$ cat src/rtl/ft_tx_arbiter_if.sv
// Request/FT-write bundle for ft_tx_arbiter: per-channel word streams in, one FT write stream out.
interface ft_tx_arbiter_if #(
    parameter int unsigned BUS_WIDTH = 16,
    parameter int unsigned CHANNELS  = 4
);
    logic [CHANNELS*BUS_WIDTH-1:0] req_data;
    logic [CHANNELS-1:0]           req_valid;
    logic [CHANNELS-1:0]           req_last;
    logic [CHANNELS-1:0]           req_ready;
    logic [BUS_WIDTH-1:0]          ui_din;
    logic [BUS_WIDTH/8-1:0]        ui_din_be;
    logic                          ui_din_valid;
    logic                          ui_din_full;
    logic [1:0]                    active_ch;
    logic                          busy;

    // arbiter side
    modport master (
        input  req_data, req_valid, req_last, ui_din_full,
        output req_ready, ui_din, ui_din_be, ui_din_valid, active_ch, busy
    );

    // requester / FT FIFO side
    modport slave (
        output req_data, req_valid, req_last, ui_din_full,
        input  req_ready, ui_din, ui_din_be, ui_din_valid, active_ch, busy
    );
endinterface

$ cat src/rtl/ft_tx_arbiter.sv
// Round-robin arbiter framing per-channel bursts (header + data) into one FT write stream.
// Optional trailer word per burst is enabled by defining FT_ARB_TRAILER_EN.
module ft_tx_arbiter #(
    parameter int unsigned BUS_WIDTH = 16,
    parameter int unsigned CHANNELS  = 4,
    parameter int unsigned MAX_BURST = 64
) (
    input  logic              clk,
    input  logic              rst_n,
    ft_tx_arbiter_if.master   bus
);

    typedef enum logic [1:0] {
        IDLE   = 2'd0,
        HEADER = 2'd1,
        DATA   = 2'd2
`ifdef FT_ARB_TRAILER_EN
        ,
        TRAILER = 2'd3
`endif
    } state_t;

    state_t               state;
    state_t               state_next;
    logic [1:0]           rr_ptr;
    logic [1:0]           active_ch;
    logic [1:0]           grant_ch;
    logic [1:0]           next_ptr;
    logic [7:0]           beat;
    logic                 busy;
    logic                 any_req;
    logic [BUS_WIDTH-1:0] sel_data;
    logic                 sel_valid;
    logic                 sel_last;
    logic [CHANNELS-1:0]  sel_onehot;
    logic [BUS_WIDTH-1:0] header_word;
    logic [BUS_WIDTH-1:0] trailer_word;
    logic                 data_write;
    logic                 burst_end;
    logic [BUS_WIDTH-1:0] din;
    logic                 din_valid;
    logic [CHANNELS-1:0]  ready;

    // First requester at or after rr_ptr, scanning round-robin.
    always_comb begin
        any_req  = 1'b0;
        grant_ch = '0;
        for (int unsigned off = 0; off < CHANNELS; off++) begin
            for (int unsigned i = 0; i < CHANNELS; i++) begin
                if (!any_req && bus.req_valid[i] &&
                    ((32'(rr_ptr) + off) % CHANNELS) == i) begin
                    any_req  = 1'b1;
                    grant_ch = 2'(i);
                end
            end
        end
    end

    always_comb begin
        sel_data   = '0;
        sel_valid  = 1'b0;
        sel_last   = 1'b0;
        sel_onehot = '0;
        for (int unsigned i = 0; i < CHANNELS; i++) begin
            if (active_ch == 2'(i)) begin
                sel_data      = bus.req_data[i*BUS_WIDTH +: BUS_WIDTH];
                sel_valid     = bus.req_valid[i];
                sel_last      = bus.req_last[i];
                sel_onehot[i] = 1'b1;
            end
        end
    end

    assign next_ptr = 2'((32'(active_ch) + 1) % CHANNELS);

    always_comb begin
        header_word        = '0;
        header_word[15:0]  = {8'hA5, 6'd0, active_ch};
        trailer_word       = '0;
        trailer_word[15:0] = {8'h5A, beat};
    end

    always_comb begin
        state_next = state;
        din        = '0;
        din_valid  = 1'b0;
        ready      = '0;
        data_write = 1'b0;
        burst_end  = 1'b0;
        case (state)
            IDLE: begin
                if (any_req) state_next = HEADER;
            end
            HEADER: begin
                din       = header_word;
                din_valid = !bus.ui_din_full;
                if (!bus.ui_din_full) state_next = DATA;
            end
            DATA: begin
                din       = sel_data;
                ready     = bus.ui_din_full ? '0 : sel_onehot;
                din_valid = sel_valid && !bus.ui_din_full;
                if (din_valid) begin
                    data_write = 1'b1;
                    if (sel_last || (beat + 8'd1) == 8'(MAX_BURST)) begin
                        burst_end = 1'b1;
`ifdef FT_ARB_TRAILER_EN
                        state_next = TRAILER;
`else
                        state_next = IDLE;
`endif
                    end
                end
            end
`ifdef FT_ARB_TRAILER_EN
            TRAILER: begin
                din       = trailer_word;
                din_valid = !bus.ui_din_full;
                if (!bus.ui_din_full) state_next = IDLE;
            end
`endif
            default: state_next = IDLE;
        endcase
    end

    always_ff @(posedge clk or negedge rst_n) begin
        if (!rst_n) begin
            state     <= IDLE;
            rr_ptr    <= '0;
            active_ch <= '0;
            beat      <= '0;
            busy      <= 1'b0;
        end else begin
            state <= state_next;
            busy  <= (state_next != IDLE);
            if (state == IDLE && any_req) begin
                active_ch <= grant_ch;
                beat      <= '0;
            end
            if (data_write) beat <= beat + 8'd1;
            if (burst_end) rr_ptr <= next_ptr;
        end
    end

    assign bus.ui_din       = din;
    assign bus.ui_din_valid = din_valid;
    assign bus.ui_din_be    = '1;
    assign bus.req_ready    = ready;
    assign bus.active_ch    = active_ch;
    assign bus.busy         = busy;

endmodule

$ cat src/flat_wrapper.sv
// flat-port wrapper written by rule: the top's interface ports become plain ports
module ft_tx_arbiter_flat 
#(
    parameter int unsigned BUS_WIDTH = 16,
    parameter int unsigned CHANNELS  = 4,
    parameter int unsigned MAX_BURST = 64
)
  (clk, rst_n, bus_req_data, bus_req_valid, bus_req_last, bus_ui_din_full, bus_req_ready, bus_ui_din, bus_ui_din_be, bus_ui_din_valid, bus_active_ch, bus_busy);
  ft_tx_arbiter_if #(.BUS_WIDTH(BUS_WIDTH), .CHANNELS(CHANNELS)) bus_i ();
  input  logic clk;
  input  logic rst_n;
  input wire logic [$bits(bus_i.req_data)-1:0] bus_req_data;
  input wire logic [$bits(bus_i.req_valid)-1:0] bus_req_valid;
  input wire logic [$bits(bus_i.req_last)-1:0] bus_req_last;
  input wire logic [$bits(bus_i.ui_din_full)-1:0] bus_ui_din_full;
  output wire logic [$bits(bus_i.req_ready)-1:0] bus_req_ready;
  output wire logic [$bits(bus_i.ui_din)-1:0] bus_ui_din;
  output wire logic [$bits(bus_i.ui_din_be)-1:0] bus_ui_din_be;
  output wire logic [$bits(bus_i.ui_din_valid)-1:0] bus_ui_din_valid;
  output wire logic [$bits(bus_i.active_ch)-1:0] bus_active_ch;
  output wire logic [$bits(bus_i.busy)-1:0] bus_busy;
  assign bus_i.req_data = bus_req_data;
  assign bus_i.req_valid = bus_req_valid;
  assign bus_i.req_last = bus_req_last;
  assign bus_i.ui_din_full = bus_ui_din_full;
  assign bus_req_ready = bus_i.req_ready;
  assign bus_ui_din = bus_i.ui_din;
  assign bus_ui_din_be = bus_i.ui_din_be;
  assign bus_ui_din_valid = bus_i.ui_din_valid;
  assign bus_active_ch = bus_i.active_ch;
  assign bus_busy = bus_i.busy;
  ft_tx_arbiter #(.BUS_WIDTH(BUS_WIDTH), .CHANNELS(CHANNELS), .MAX_BURST(MAX_BURST)) u_core (.clk(clk), .rst_n(rst_n), .bus(bus_i));
endmodule
$ cat config.mk
export PLATFORM = sky130hd
export DESIGN_NAME = ft_tx_arbiter_flat
export DESIGN_NICKNAME = d
export VERILOG_FILES = /design/src/rtl/ft_tx_arbiter_if.sv /design/src/rtl/ft_tx_arbiter.sv /design/src/flat_wrapper.sv
export SDC_FILE = /design/constraint.sdc
export NUM_CORES = 1
export LEC_CHECK = 0
export ABC_AREA = 1
export BUFFER_PORTS_ARGS = -buffer_cell sky130_fd_sc_hd__buf_2
export CAP_MARGIN = 0
export CORE_UTILIZATION = 48
export DETAILED_ROUTE_END_ITERATION = 10
export PLACE_DENSITY = 0.84
export SYNTH_ARGS = -nofsm -noshare
export SYNTH_HDL_FRONTEND = slang
export SYNTH_SLANG_ARGS = --single-unit
$ cat constraint.sdc
create_clock -name clk -period 5.3 [get_ports clk]
set_input_delay 0.53 -clock clk [delete_from_list [all_inputs] [get_ports clk]]
set_output_delay 0.53 -clock clk [all_outputs]
set_load 0.01 [all_outputs]
**Word-level counts from Yosys, hierarchy flattened**

Index checks and enable logic that the tools add are counted.
W data, S select, Z words.

- Logic and storage cells: 149
- Input port bits: 75
- Flip-flop bits (word level): 15
- Output and inout port bits: 26

- Add/subtract/negate cells: 5
- Mux-type cells: 63
- Equality and inequality tests: 18
- Reductions and logical operators: 58

Operators by type and width:

| kind | count |
|---|---|
| $logic_not A32 Y1 | 4 |
| $mux W16 | 4 |
| $mux W2 | 18 |
| $mux W1 | 34 |
| $logic_and A1 B1 Y1 | 33 |
| $pmux W16 S2 | 1 |
| $eq A2 B2 Y1 const B | 11 |
| $logic_not A1 Y1 | 16 |
| $mux W8 | 2 |
| $eq A2 B1 Y1 const B | 6 |
| $add A8 B1 Y8 const B | 1 |
| $eq A8 B7 Y1 const B | 1 |
| $mux W4 | 2 |
| $pmux W2 S3 | 1 |
| $add A2 B1 Y2 const B | 2 |
| $add A2 B2 Y2 const B | 2 |
| $logic_not A2 Y1 | 2 |
| $reduce_bool A2 Y1 | 2 |
| $pmux W1 S2 | 1 |
| $logic_or A1 B1 Y1 | 1 |

**Depth between registers and ports, before layout**

Gate-level depths: netlist of run 1.

- Depth after elaboration: 66
- Depth in mapped cells: 17
- Gate-level depth less buffers: 16

**Least setup slack after synthesis of run 1**

Ideal clock, no wire load.

- Path kind: register -> output
- From: reg u_core.active_ch[1], in the netlist u_core.bus.active_ch[1]
- To: out bus_ui_din[3]
- Path buffers: 2
- Arrival time: 1.951 ns
- Data required time: 4.770 ns
- Cell stages (with the launch flop): 12
- Path slack: 2.819 ns
- Cell sequence: dfrtp_1 -> inv_1 -> ha_1 -> buf_2 -> inv_1 -> nand2_1 -> clkinv_1 -> clkbuf_1 -> a22oi_1 -> o21ai_0 -> o21ai_0 -> nor3_1

- Cells in the longest elaborated chain, start to end: 6
- Elaborated cells on any way between the ends: 9
- Classes of those cells: eq/ne (3); mux (5); reduce/logical (1)

RTL lines:

| element | RTL line | source |
|---|---|---|
| from (decl) | ft_tx_arbiter.sv:26 | `logic [1:0] active_ch;` |
| from (signal assigned) | ft_tx_arbiter.sv:137 | `active_ch <= grant_ch;` |
| $logic_not A2 Y1 | ft_tx_arbiter.sv:65 | `if (active_ch == 2'(i)) begin` |
| $mux W16 (3 in series) | ft_tx_arbiter.sv:65 |  |
| $mux W16 * | ft_tx_arbiter.sv:65 |  |
| $pmux W16 S2 * | ft_tx_arbiter.sv:90 | `case (state)` |
| to (decl) | flat_wrapper.sv:17 | `output wire logic [$bits(bus_i.ui_din)-1:0] bus_ui_din;` |

Every way passes the cells marked *; elsewhere a longest branch is shown, timed or not.

**Worst setup path after layout of run 1**

- From: reg u_core.active_ch[1], in the netlist u_core.bus.active_ch[1]
- To: out bus_ui_din[13]

Same word-level chain as after synthesis.

==> metrics.md, run 1 <==
| Metric | Value |
|---|---|
| Clock latency on the worst-skew pair | approximately 250 ps |
| Drt first pass iters | 4 |
| RSZ-0062 raised after global routing | false |
| Distinct cells, synth | 32 |
| GRT overflow | 0 |
| Critical Path Start Type | flip-flop |
| Initial Util | 0.520 |
| Residual DRC | 0 |
| Fmax | 289 MHz |
| Area fraction in compound gates after synthesis | 0.260 |
| Post-DRT Antenna Nets | 0 |
| Largest net degree at the start of global routing | 33 |
| CTS buffer count | 3 |
| Cell area after synthesis | around 0.0018 mm^2 |
| Setup_tns | 0 ps |
| Mux cell area share after synthesis | 0 |
| # hold bufs at CTS | 0 |
| Die Y | ~63 um |
| Share of cells above drive strength 1 | 0.293 |
| Final Critical Period | between 3000 and 4000 ps |
| Post-CTS setup buffer count | 0 |
| Crit Path Class | flip-flop to output port |
| Adder-cell share of the synthesized area | 0.0629 |
| H-tree levels | 1 |
| Leading area contributor after synthesis | dfrtp_1 |
| N_diodes | 0 |
| Clock sinks | 15 |
| Sw frac | 0.554 |
| Initial antenna violation count | 0 |
| Min-delay worst type | input port to asynchronous set/reset pin |
| Peak supply drop | roughly 0.3 mV |
| Final nets | 460 |
| # port buffers | 98 |
| Power Internal | between 0.0004 and 0.0005 W |
| Clock power share | 0.086 |
| GR Layer Usage met2 | 0.496 |
| Mapped Cells | roughly 290 |
| Met3 Resource Use GR | 0.0344 |
| GP Congestion | 0.867 |
| Synth Area in Simple Gates | 0.330 |
| Io pins | 101 |
| Top cells by area, synth | dfrtp_1, nand2_1, o21ai_0, a22oi_1, ha_1 |
| # resized after CTS | 0 |
| Clock Root Buffer | clkbuf_8 |
| CP max FO | 18 |
| Die Width | 63.1 um |
| Fillers | between 300 and 400 |
| Leakage | between 1 and 1.5 nW |
| Period utilisation layout | 0.652 |
| Die area | between 0.003 and 0.004 mm^2 |
| Routed WL per cell | 13.3 um |
| Vias per inst | between 5 and 6 |
| Post-Synth XOR/XNOR Area | 0.0245 |
| Logic pwr share | 0.748 |
| Outcome | completed |
| Share of the synthesized area in the top cell type | 0.210 |
| Max-capacitance violation count | 0 |
| Main combinational cell family by area after synthesis | simple AND/OR/NAND/NOR gates |
| Tot GR Track Use | 0.277 |
| Drt total wl | 5.59 mm |
| TritonCTS clock tree | built |
| Final hold violation count | 0 |
| Final slew viol count | 0 |
| Post-layout util | 0.671 |
| Rows | 21 |
| Worst-margin pin slew | 921 ps |
| Pwr/cell area | 463 mW/mm^2 |
| Clock-pin slew on the worst setup and hold paths | ~60 ps |
| WP data required | between 4000 and 5000 ps |
| Syn. warnings | 0 |
| DRT iter0 DRCs | about 170 |
| Met1 Usage GRT | 0.338 |
| Slew headroom | 0.386 |
| Syn avg cell area | a little over 6 um^2 |
| Post-DP HPWL | approximately 4.4 mm |
| Post-synthesis sequential area ratio | 0.210 |
| Vias in the first global route | ~2100 |
| Syn-to-layout area delta | 29.0% |
| Psw | around 0.00059 W |
| CTS Buffer Depth | 2 |
| Number of synthesized register bits | 15 |
| First-pass GRT wire length | 8.98 mm |
| Flop pwr share | 0.166 |
| GR peak layer | met2 |
| Crit. End Element | output port |
| Critical path arrival | roughly 3000 ps |
| Setup Skew | approximately 3.3 ps |
| # setup viols final | 0 |
| Total core area | approximately 0.0034 mm^2 |
| Routed via count | approximately 2300 |
## per-stage QoR
stage	power (W)	instances	setup WS, ps	instance area [um^2]	hold slack (ps)
final	0.00107	421	1840	2310	172
after global routing	0.00119	421	1600	2310	185
after CTS	0.00106	421	1900	2310	176
after detailed placement	0.000968	417	2180	2260	445
after global placement	0.000950	417	2280	2260	442
after floorplan	0.000774	290	2820	1790	234
## critical path, stage by stage, from the launching register on
cell	delay [ps]
dfrtp_1	430
inv_1	100
ha_1	560
inv_1	160
nand2_1	120
clkinv_1	380
a22oi_1	290
nor2_1	60
a21oi_1	150
a21oi_1	90
o21ai_0	100
a21oi_1	80
buf_2	160
## kinds of logic after synthesis
| group | Yosys count |
|---|---|
| AND/OR/NAND/NOR | 132 |
| AO/OA/AOI/OAI | 79 |
| buffers and inverters | 48 |
| flip-flops | 15 |
| adder cells (fa/ha/maj) | 9 |
| XOR/XNOR | 5 |
| other | 1 |
## power by group through the flow
stage / clock network, W / logic (W) / registers [W]
5_1_grt: 0.000103 / 0.000899 / 0.000184
4_1_cts: 0.0000959 / 0.000791 / 0.000177
3_5_place_dp: 0 / 0.000789 / 0.000179
3_3_place_gp: 0 / 0.000774 / 0.000177
2_1_floorplan: 0 / 0.000595 / 0.000179
6_report: 0.0000925 / 0.000799 / 0.000177
## cell usage in the layout (no fill, tap or decap), types with 2 or more instances in the layout
cell type and n:
nor2_1 20, a31oi_1 2, nand2_1 61, o2111ai_1 2, xnor2_1 4, nand4_2 2
nand2_2 2, buf_2 98, a22oi_1 17, nand4_1 2, nor3_1 18, nand3_1 22
a21oi_1 21, clkbuf_8 3, inv_1 30, nor2_2 2, dfrtp_1 15, conb_1 2
ha_1 9, o211ai_1 4, o21ai_0 30
## sequential cells by signal (all words and copies together), names as in the netlist
name	cells
u_core.beat	8
u_core.bus.active_ch	2
u_core.bus.busy	1
u_core.rr_ptr	2
u_core.state	2
## layout make-up
type | count | area, um^2 | area share
multi-input cells | 227 | 1220 | 0.528
flip-flops and latches | 15 | 375 | 0.163
repair buffers | 98 | 490 | 0.212
clock buffers | 3 | 41.3 | 0.0179
inverters | 31 | 116 | 0.0504
clock inverters | 1 | 7.51 | 0.00325
well taps | 46 | 57.6 | 0.0249
## path summary, 6_finish.rpt
| path | cells past startpoint | slack, ps | end | from |
|---|---|---|---|---|
| max reg2reg | 16 | 2420 | u_core.bus.busy | u_core.bus.active_ch[1] |
| max in group asynchronous | 1 | 4890 | u_core.beat[3] | rst_n |
| min reg2reg | 2 | 550 | u_core.beat[7] | u_core.beat[7] |
| min | 1 | 170 | u_core.beat[1] | rst_n |
| max | 12 | 1840 | bus_ui_din[13] | u_core.bus.active_ch[1] |
| min in group clk | 2 | 550 | u_core.beat[7] | u_core.beat[7] |
## cell usage after synthesis, drive strengths merged
cell type / count
conb: 1
ha: 9
o21a: 1
buf: 6
nand2: 63
nor2: 22
a31oi: 2
nand3b: 1
o22ai: 1
dfrtp: 15
xnor2: 4
nand3: 22
clkinv: 1
a21oi: 21
inv: 30
nor3: 19
o211ai: 4
or2: 1
a22oi: 17
o2111ai: 2
clkbuf: 11
nand4: 4
xor2: 1
o21ai: 30
a221oi: 1
## layer usage
layer / up-vias / wire [um]
met5: - / 0
met4: 0 / 58
met3: 8 / 374
met2: 104 / 2850
met1: 1046 / 2310
li1: 1157 / -
(Power assumes the default switching activity.)
==> run 2: changes to the inputs <==
--- a/config.mk
+++ b/config.mk
@@ -8,9 +8,9 @@
 export ABC_AREA = 1
 export BUFFER_PORTS_ARGS = -buffer_cell sky130_fd_sc_hd__buf_2
 export CAP_MARGIN = 0
-export CORE_UTILIZATION = 48
+export CORE_UTILIZATION = 41
 export DETAILED_ROUTE_END_ITERATION = 10
-export PLACE_DENSITY = 0.84
+export PLACE_DENSITY = 0.76
 export SYNTH_ARGS = -nofsm -noshare
 export SYNTH_HDL_FRONTEND = slang
 export SYNTH_SLANG_ARGS = --single-unit
==> constraint.sdc (replaced) <==
create_clock -name clk -period 3.05 [get_ports clk]
set_input_delay 0.305 -clock clk [delete_from_list [all_inputs] [get_ports clk]]
set_output_delay 0.305 -clock clk [all_outputs]
set_load 0.01 [all_outputs]
==> run 2 against run 1 <==
Via count is 0.73% higher. Count of clock-buffer cells in the layout stayed put. Flip-flop and latch count stayed put. Cell count is 2.1% higher. Critical path depth is 2 lower. Global-route usage is 4.5 points lower. Critical path type unchanged. Critical endpoint is now bus_ui_din_valid. Largest power group unchanged.
==> metrics.md, run 2 (synthesis results as in run 1) <==
| Metric | Value |
|---|---|
| Period utilisation layout | 0.941 |
| Share of cells above drive strength 1 | 0.303 (+0.00930) |
| CP top delay family | buffers and inverters |
| Vias per inst | 5.42 (-1.4%) |
| Register area | 375 um^2 (unchanged) |
| Clock latency on the worst-skew pair | 250 ps (about the same) |
| Post-DP HPWL | 4.46 mm (+0.77%) |
| Final hold violation count | 0 (unchanged) |
| RR Startpoint | u_core.bus.active_ch[0] |
| Post-DRT Antenna Nets | 0 (unchanged) |
| Total core area | 0.00409 mm^2 (+19%) |
| Rows | 23 (+9.5%) |
| Most common cell after layout, fill and taps aside | buf_2 |
| Die area | 0.00463 mm^2 (+17%) |
| Critical Path Start Type | flip-flop |
| CTS Buffer Depth | 2 (unchanged) |
| Die Y | 68.1 um (+7.9%) |
| Logic pwr share | 0.752 (+0.004) |
| Tot GR Track Use | 0.232 (-0.0446) |
| Clock Root Buffer | clkbuf_8 |
| Hold_ws | 429 ps (+257 ps) |
| Peak supply drop | 0.555 mV (+84%) |
| RR Endpoint | u_core.bus.busy |
| Clock power share | 0.086 (about the same) |
| Cells on Worst Hold Path | 5 |
| Pwr/cell area | 810 mW/mm^2 (+75%) |
| Psw | 0.00106 W (+78%) |
| Crit. End Element | output port |
| Final Critical Period | approximately 2900 ps |
| Leakage | 1.26 nW (+2.4%) |
| Syn-to-layout area delta | 31.5% |
| Reg2Reg Depth | 15 (-1) |
| Drt total wl | 5.70 mm (+1.9%) |
| Power Internal | 0.000851 W (+78%) |
| Outcome | completed |
| Largest net degree at the start of global routing | 21 (-36%) |
| Worst-margin pin slew | 553 ps (-368 ps) |
| Routed WL per cell | 13.2 um (-0.25%) |
| H-tree levels | 1 (unchanged) |
| Die Width | 68.1 um (+7.9%) |
| Buf/Inv on CP | 5 (+1) |
| Sw frac | 0.554 (about the same) |
| Critical path's slowest cell | dfrtp_1 |
| Max stage delay on crit path | 430 ps (-130 ps) |
| Area occupied by multi-input gates | 0.00122 mm^2 (+0.20%) |
| Worst slack, placed | 425 ps (-1760 ps) |
| R2R setup slack | 580 ps (-1840 ps) |
| Slew headroom | 0.631 (+0.245) |
| Initial Util | 0.438 (-0.0820) |
| Final nets | 465 (+1.1%) |
| N_diodes | 0 (unchanged) |
| Initial antenna violation count | 0 (unchanged) |
| Post-CTS setup buffer count | 0 (unchanged) |
| Min-delay worst type | input port to flip-flop |
| Clock-pin slew on the worst setup and hold paths | 60 ps (about the same) |
| Non-Filler Instances | 430 (+2.1%) |
| RSZ-0062 raised after global routing | false |
| TritonCTS clock tree | built |
| Post-layout worst setup margin | 178 ps (-1670 ps) |
| Vias in the first global route | 1916 (-9.7%) |
| Residual DRC | 0 (unchanged) |
| GRT overflow | 0 (unchanged) |
| CTS buffer count | 3 (unchanged) |
| DRT iter0 DRCs | 141 (-18%) |
| First-pass GRT wire length | 8.27 mm (-7.8%) |
| Io pins | 101 (unchanged) |
| Max-capacitance violation count | 0 (unchanged) |
| Routed via count | 2332 (+0.73%) |
| Max reg flops | 8 (unchanged) |
| Setup Skew | 2.12 ps (-1.14 ps) |
| Post-layout util | 0.576 (-0.0947) |
| Clock sinks | 15 (unchanged) |
| Fmax | ~350 MHz |
| Crit path cell chain | inv_1 > ha_1 > buf_4 > inv_1 > nand2_1 > a221oi_1 > nand2_2 > inv_1 > o21a_1 > buf_2 |
| # port buffers | 98 (unchanged) |
| Drt first pass iters | 4 (unchanged) |
| Critical path arrival | 2570 ps (-360 ps) |
| Fillers | 427 (+26%) |
| # setup viols final | 0 (unchanged) |
| Worst Min Path Start | bus_req_valid[3] |
| Top reg by flops | u_core.beat |
| Worst path depth | 10 (-2) |
| CP most frequent cell | inv_1 |
| WP data required | 2740 ps (-2030 ps) |
| Dpl cells | 425 (+1.9%) |
| Flop pwr share | 0.163 (-0.003) |
| Hold EP | u_core.bus.active_ch[0] |
| Setup_tns | 0 ps (unchanged) |
| Final slew viol count | 0 (unchanged) |
| Crit Path Class | flip-flop to output port |
| CP max FO | 18 (unchanged) |
| Most frequent cells in the layout | buf_2, nand2_1, inv_1, o21ai_0, nand3_1 |
| GP Congestion | 0.897 (+3.4%) |
[run 2: changes by cell type in the layout (fill, tap and decap cells not counted), sizes merged]
| cell | before | now |
|---|---|---|
| dlygate4sd3 | 0 | 1 |
| clkinv | 1 | 2 |
| clkinvlp | 1 | 0 |
| buf | 98 | 102 |
[run 2: worst min-delay path, stage by stage]
cell,delay (ps)
buf_2,100
nand2_1,70
nand2_1,70
nand2_1,50
nand2_1,50
[run 2: final cells by class]
class | count | area share
clock inverters | 1 | 0.00213
clock buffers | 3 | 0.0175
well taps | 50 | 0.0266
inverters | 31 | 0.0494
repair buffers | 103 | 0.225
flip-flops and latches | 15 | 0.159
multi-input cells | 227 | 0.519
[run 2: what timing repair did]
action	CTS	global route
endpoints found under the setup margin	0	1
hold buffers	1	0
gates resized for setup	0	1
endpoints found under the hold margin	15	0
[run 2: layer usage]
| metal | part of all wire | vias up | wire [um] | GRT usage |
|---|---|---|---|---|
| met5 | 0 | - | 0 | 0 |
| met2 | 0.49 | 115 | 2800 | 0.436 |
| li1 | - | 1164 | - | - |
| met3 | 0.091 | 8 | 521 | 0.0267 |
| met1 | 0.41 | 1045 | 2310 | 0.276 |
| met4 | 0.010 | 0 | 58 | 0.0547 |
[run 2: stage by stage]
step	total power, W	instance area, um^2
final	0.00191	2350
after global routing	0.00211	2350
after CTS	0.00190	2350
after detailed placement	0.00173	2290
after global placement	0.00170	2290
after floorplan	0.00135	1790
[run 2: power groups by stage]
stage / logic [W] / registers [W] / clock network (W)
final: 0.00143 / 0.000310 / 0.000163
after global routing: 0.00162 / 0.000318 / 0.000169
after CTS: 0.00142 / 0.000309 / 0.000167
after detailed placement: 0.00141 / 0.000312 / 0
after global placement: 0.00140 / 0.000308 / 0
after floorplan: 0.00103 / 0.000312 / 0
[run 2: worst max path at each step]
stage / startpoint / to
after CTS: u_core.bus.active_ch[0] / bus_ui_din_valid
after detailed placement: u_core.bus.active_ch[0] / bus_ui_din_valid
final: u_core.bus.active_ch[0] / bus_ui_din_valid
after global placement: u_core.bus.active_ch[0] / bus_ui_din_valid
after floorplan: u_core.bus.active_ch[1] / bus_ui_din[3]
after global routing: u_core.bus.active_ch[0] / bus_ui_din_valid
==> run 3: changes to the inputs <==
--- a/config.mk
+++ b/config.mk
@@ -5,10 +5,9 @@
 export SDC_FILE = /design/constraint.sdc
 export NUM_CORES = 1
 export LEC_CHECK = 0
-export ABC_AREA = 1
 export BUFFER_PORTS_ARGS = -buffer_cell sky130_fd_sc_hd__buf_2
 export CAP_MARGIN = 0
-export CORE_UTILIZATION = 41
+export CORE_UTILIZATION = 40
 export DETAILED_ROUTE_END_ITERATION = 10
 export PLACE_DENSITY = 0.76
 export SYNTH_ARGS = -nofsm -noshare
==> run 3 against run 2 <==
Power shrank 12%. Area after synthesis is 6.0% lower. Design area is 3.9% lower. Count of clock-buffer cells in the layout rose by 1. Clock power hardly changed. Global-route usage down 1.3 points. Die area fell by 3.6%. Combinational power shrank 15%. Wire length down 12%. Largest power group unchanged. Highest routed layer unchanged.
==> metrics.md, run 3 <==
| Metric | Value |
|---|---|
| Drt first pass iters | 4 (unchanged) |
| Most common cell after layout, fill and taps aside | buf_2 |
| Post-synth ARST share | 1.00 (unchanged) |
| Period utilisation layout | 0.846 (-0.0953) |
| Post-CTS setup buffer count | 0 (unchanged) |
| Finished Cell Area | 0.00226 mm^2 (-3.9%) |
| Syn-to-layout area delta | 34.5% |
| Clock-pin slew on the worst setup and hold paths | 60 ps (about the same) |
| EDFF count, synth | 0 (unchanged) |
| Leading area contributor after synthesis | dfrtp_1 |
| Initial Util | 0.417 (-0.0205) |
| WP data required | 2740 ps (about the same) |
| Slew headroom | 0.648 (+0.0171) |
| Critical Path Start Type | flip-flop |
| DP Area | 0.00221 mm^2 (-3.8%) |
| Routed via count | 2025 (-13%) |
| Mapped Cells | 227 (-21%) |
| Post-DP HPWL | 3.98 mm (-11%) |
| Total core area | 0.00403 mm^2 (-1.4%) |
| Distinct cells, synth | 41 (+28%) |
| Max-capacitance violation count | 0 (unchanged) |
| Top reg by flops | u_core.beat |
| TritonCTS clock tree | built |
| Post-synthesis sequential area ratio | 0.223 (+0.0134) |
| CTS buffer count | 3 (unchanged) |
| Top cells by area, synth | dfrtp_1, a221oi_1, a21oi_1, nor2b_1, ha_1 |
| Clock Root Buffer | clkbuf_8 |
| Fillers | 390 (-8.7%) |
| Dpl cells | 367 (-14%) |
| Die Y | 66.8 um (-1.8%) |
| Crit. End Element | output port |
| First-pass GRT wire length | 7.53 mm (-8.9%) |
| Final Critical Period | 2580 ps (-291 ps) |
| # resized after CTS | 0 (unchanged) |
| Syn avg cell area | 7.41 um^2 (+20%) |
| # port buffers | 98 (unchanged) |
| Setup_tns | 0 ps (unchanged) |
| N_diodes | 0 (unchanged) |
| Die area | 0.00447 mm^2 (-3.6%) |
| RSZ-0062 raised after global routing | false |
| Vias per inst | 5.44 (+0.37%) |
| Die Width | 66.8 um (-1.8%) |
| Ys flop type | dfrtp_1 |
| Setup Skew | 6.22 ps (+4.10 ps) |
| CP max FO | 21 (+3) |
| Area occupied by multi-input gates | 0.00120 mm^2 (-1.5%) |
| Io pins | 101 (unchanged) |
| Cell area after synthesis | 0.00168 mm^2 (-6.0%) |
| Most frequent cells in the layout | buf_2, a21oi_1, nand2_1 |
| Worst-margin pin slew | 523 ps (-29.4 ps) |
| Drt total wl | 5.03 mm (-12%) |
| DRT iter0 DRCs | 120 (-15%) |
| Rows | 23 (unchanged) |
| H-tree levels | 1 (unchanged) |
| Clock latency on the worst-skew pair | 250 ps (about the same) |
| Share of cells above drive strength 1 | 0.348 (+0.0452) |
| # setup viols final | 0 (unchanged) |
| Fmax | 387 MHz (+11%) |
| Post-DRT Antenna Nets | 0 (unchanged) |
| Syn. warnings | 0 (unchanged) |
| Outcome | completed |
| GP Congestion | 0.843 (-6.0%) |
| Final nets | 407 (-12%) |
| Routed WL per cell | 13.5 um (+2.2%) |
| Peak supply drop | 0.418 mV (-25%) |
| Residual DRC | 0 (unchanged) |
| Max reg flops | 8 (unchanged) |
| Hold_ws | 455 ps (+26.2 ps) |
| Initial antenna violation count | 0 (unchanged) |
| Leakage | 1.09 nW (-14%) |
| Tot GR Track Use | 0.219 (-0.0127) |
| Vias in the first global route | 1579 (-18%) |
| Register area | 375 um^2 (unchanged) |
| Pwr/cell area | 740 mW/mm^2 (-8.7%) |
| Most frequent cells after synthesis | a21oi_1, nand2_1, nor2b_1 |
| Critical path arrival | 2280 ps (-290 ps) |
| Largest net degree at the start of global routing | 22 (+4.8%) |
| Crit Path Class | flip-flop to output port |
| Non-Filler Instances | 372 (-13%) |
| Min-delay worst type | input port to flip-flop |
| Number of synthesized register bits | 15 (unchanged) |
| Final hold violation count | 0 (unchanged) |
| Final slew viol count | 0 (unchanged) |
| Clock sinks | 15 (unchanged) |
| GRT overflow | 0 (unchanged) |
| Share of the synthesized area in the top cell type | 0.223 (+0.0134) |
| CTS Buffer Depth | 2 (unchanged) |
| Most common cell in the netlist | a21oi_1 |
==> run 3: cell families (layout without fill, tap and decap cells) <==
kind of cell / after synthesis / in the layout / synth area share
AND/OR/NAND/NOR: 94 / 94 / 0.293
other: 1 / 2 / 0.00223
adder cells (fa/ha/maj): 9 / 9 / 0.0670
XOR/XNOR: 1 / 1 / 0.00521
AO/OA/AOI/OAI: 79 / 79 / 0.321
multiplexers: 4 / 4 / 0.0246
flip-flops: 15 / 15 / 0.223
buffers and inverters: 24 / 118 / 0.0632
==> run 3: final timing paths <==
check | slack [ps] | depth (start not counted) | start | to
worst max-delay path | 470 | 10 | u_core.bus.active_ch[1] | bus_ui_din[13]
worst min-delay path | 450 | 4 | bus_req_valid[0] | u_core.bus.active_ch[0]
worst max register to register | 690 | 8 | u_core.bus.active_ch[0] | u_core.rr_ptr[1]
worst min register to register | 550 | 1 | u_core.beat[0] | u_core.beat[0]
max in group asynchronous | 2320 | 2 | rst_n | u_core.beat[5]
min in group asynchronous | 480 | 2 | rst_n | u_core.state[0]
==> run 3: timing repair <==
action | CTS | global route
hold endpoints to repair | 15 | 0
setup endpoints to repair | 0 | 0
hold buffers | 1 | 0
==> run 3: stage by stage <==
stage,util,total power (W),worst slack [ps]
floorplan,-,0.00118,806
global placement,0.548,0.00149,795
detailed placement,0.548,0.00150,724
CTS,0.561,0.00167,501
global route,0.561,0.00184,269
finish,0.561,0.00167,469
==> run 3: critical path: stages, from the launching register on <==
cell      delay (ps)
dfrtp_1          440
inv_1            110
ha_1             190
buf_4            250
nor2b_1           70
buf_4            190
a22oi_1          150
o21ai_0          100
a221oi_1         300
nor2b_1           80
buf_2            140
==> run 3: report_power, final <==
group | switching [W] | internal [W]
logic | 0.000685 | 0.000523
registers | 0.0000536 | 0.000245
clock network | 0.0000737 | 0.0000927
==> run 3: per-layer routing <==
metal  track usage  up-vias  part of all wire
met1         0.330      942              0.47
met5             0        -                 0
met2         0.332       58              0.49
met4        0.0479        0            0.0058
met3        0.0223        2             0.042
li1              -     1023                 -
==> run 3: cell type report <==
class | count | area share
Multi-Input combinational cell | 189 | 0.532
Timing Repair Buffer | 104 | 0.238
Sequential cell | 15 | 0.166
Tap cell | 50 | 0.0277
Clock buffer | 4 | 0.0199
Inverter | 10 | 0.0166
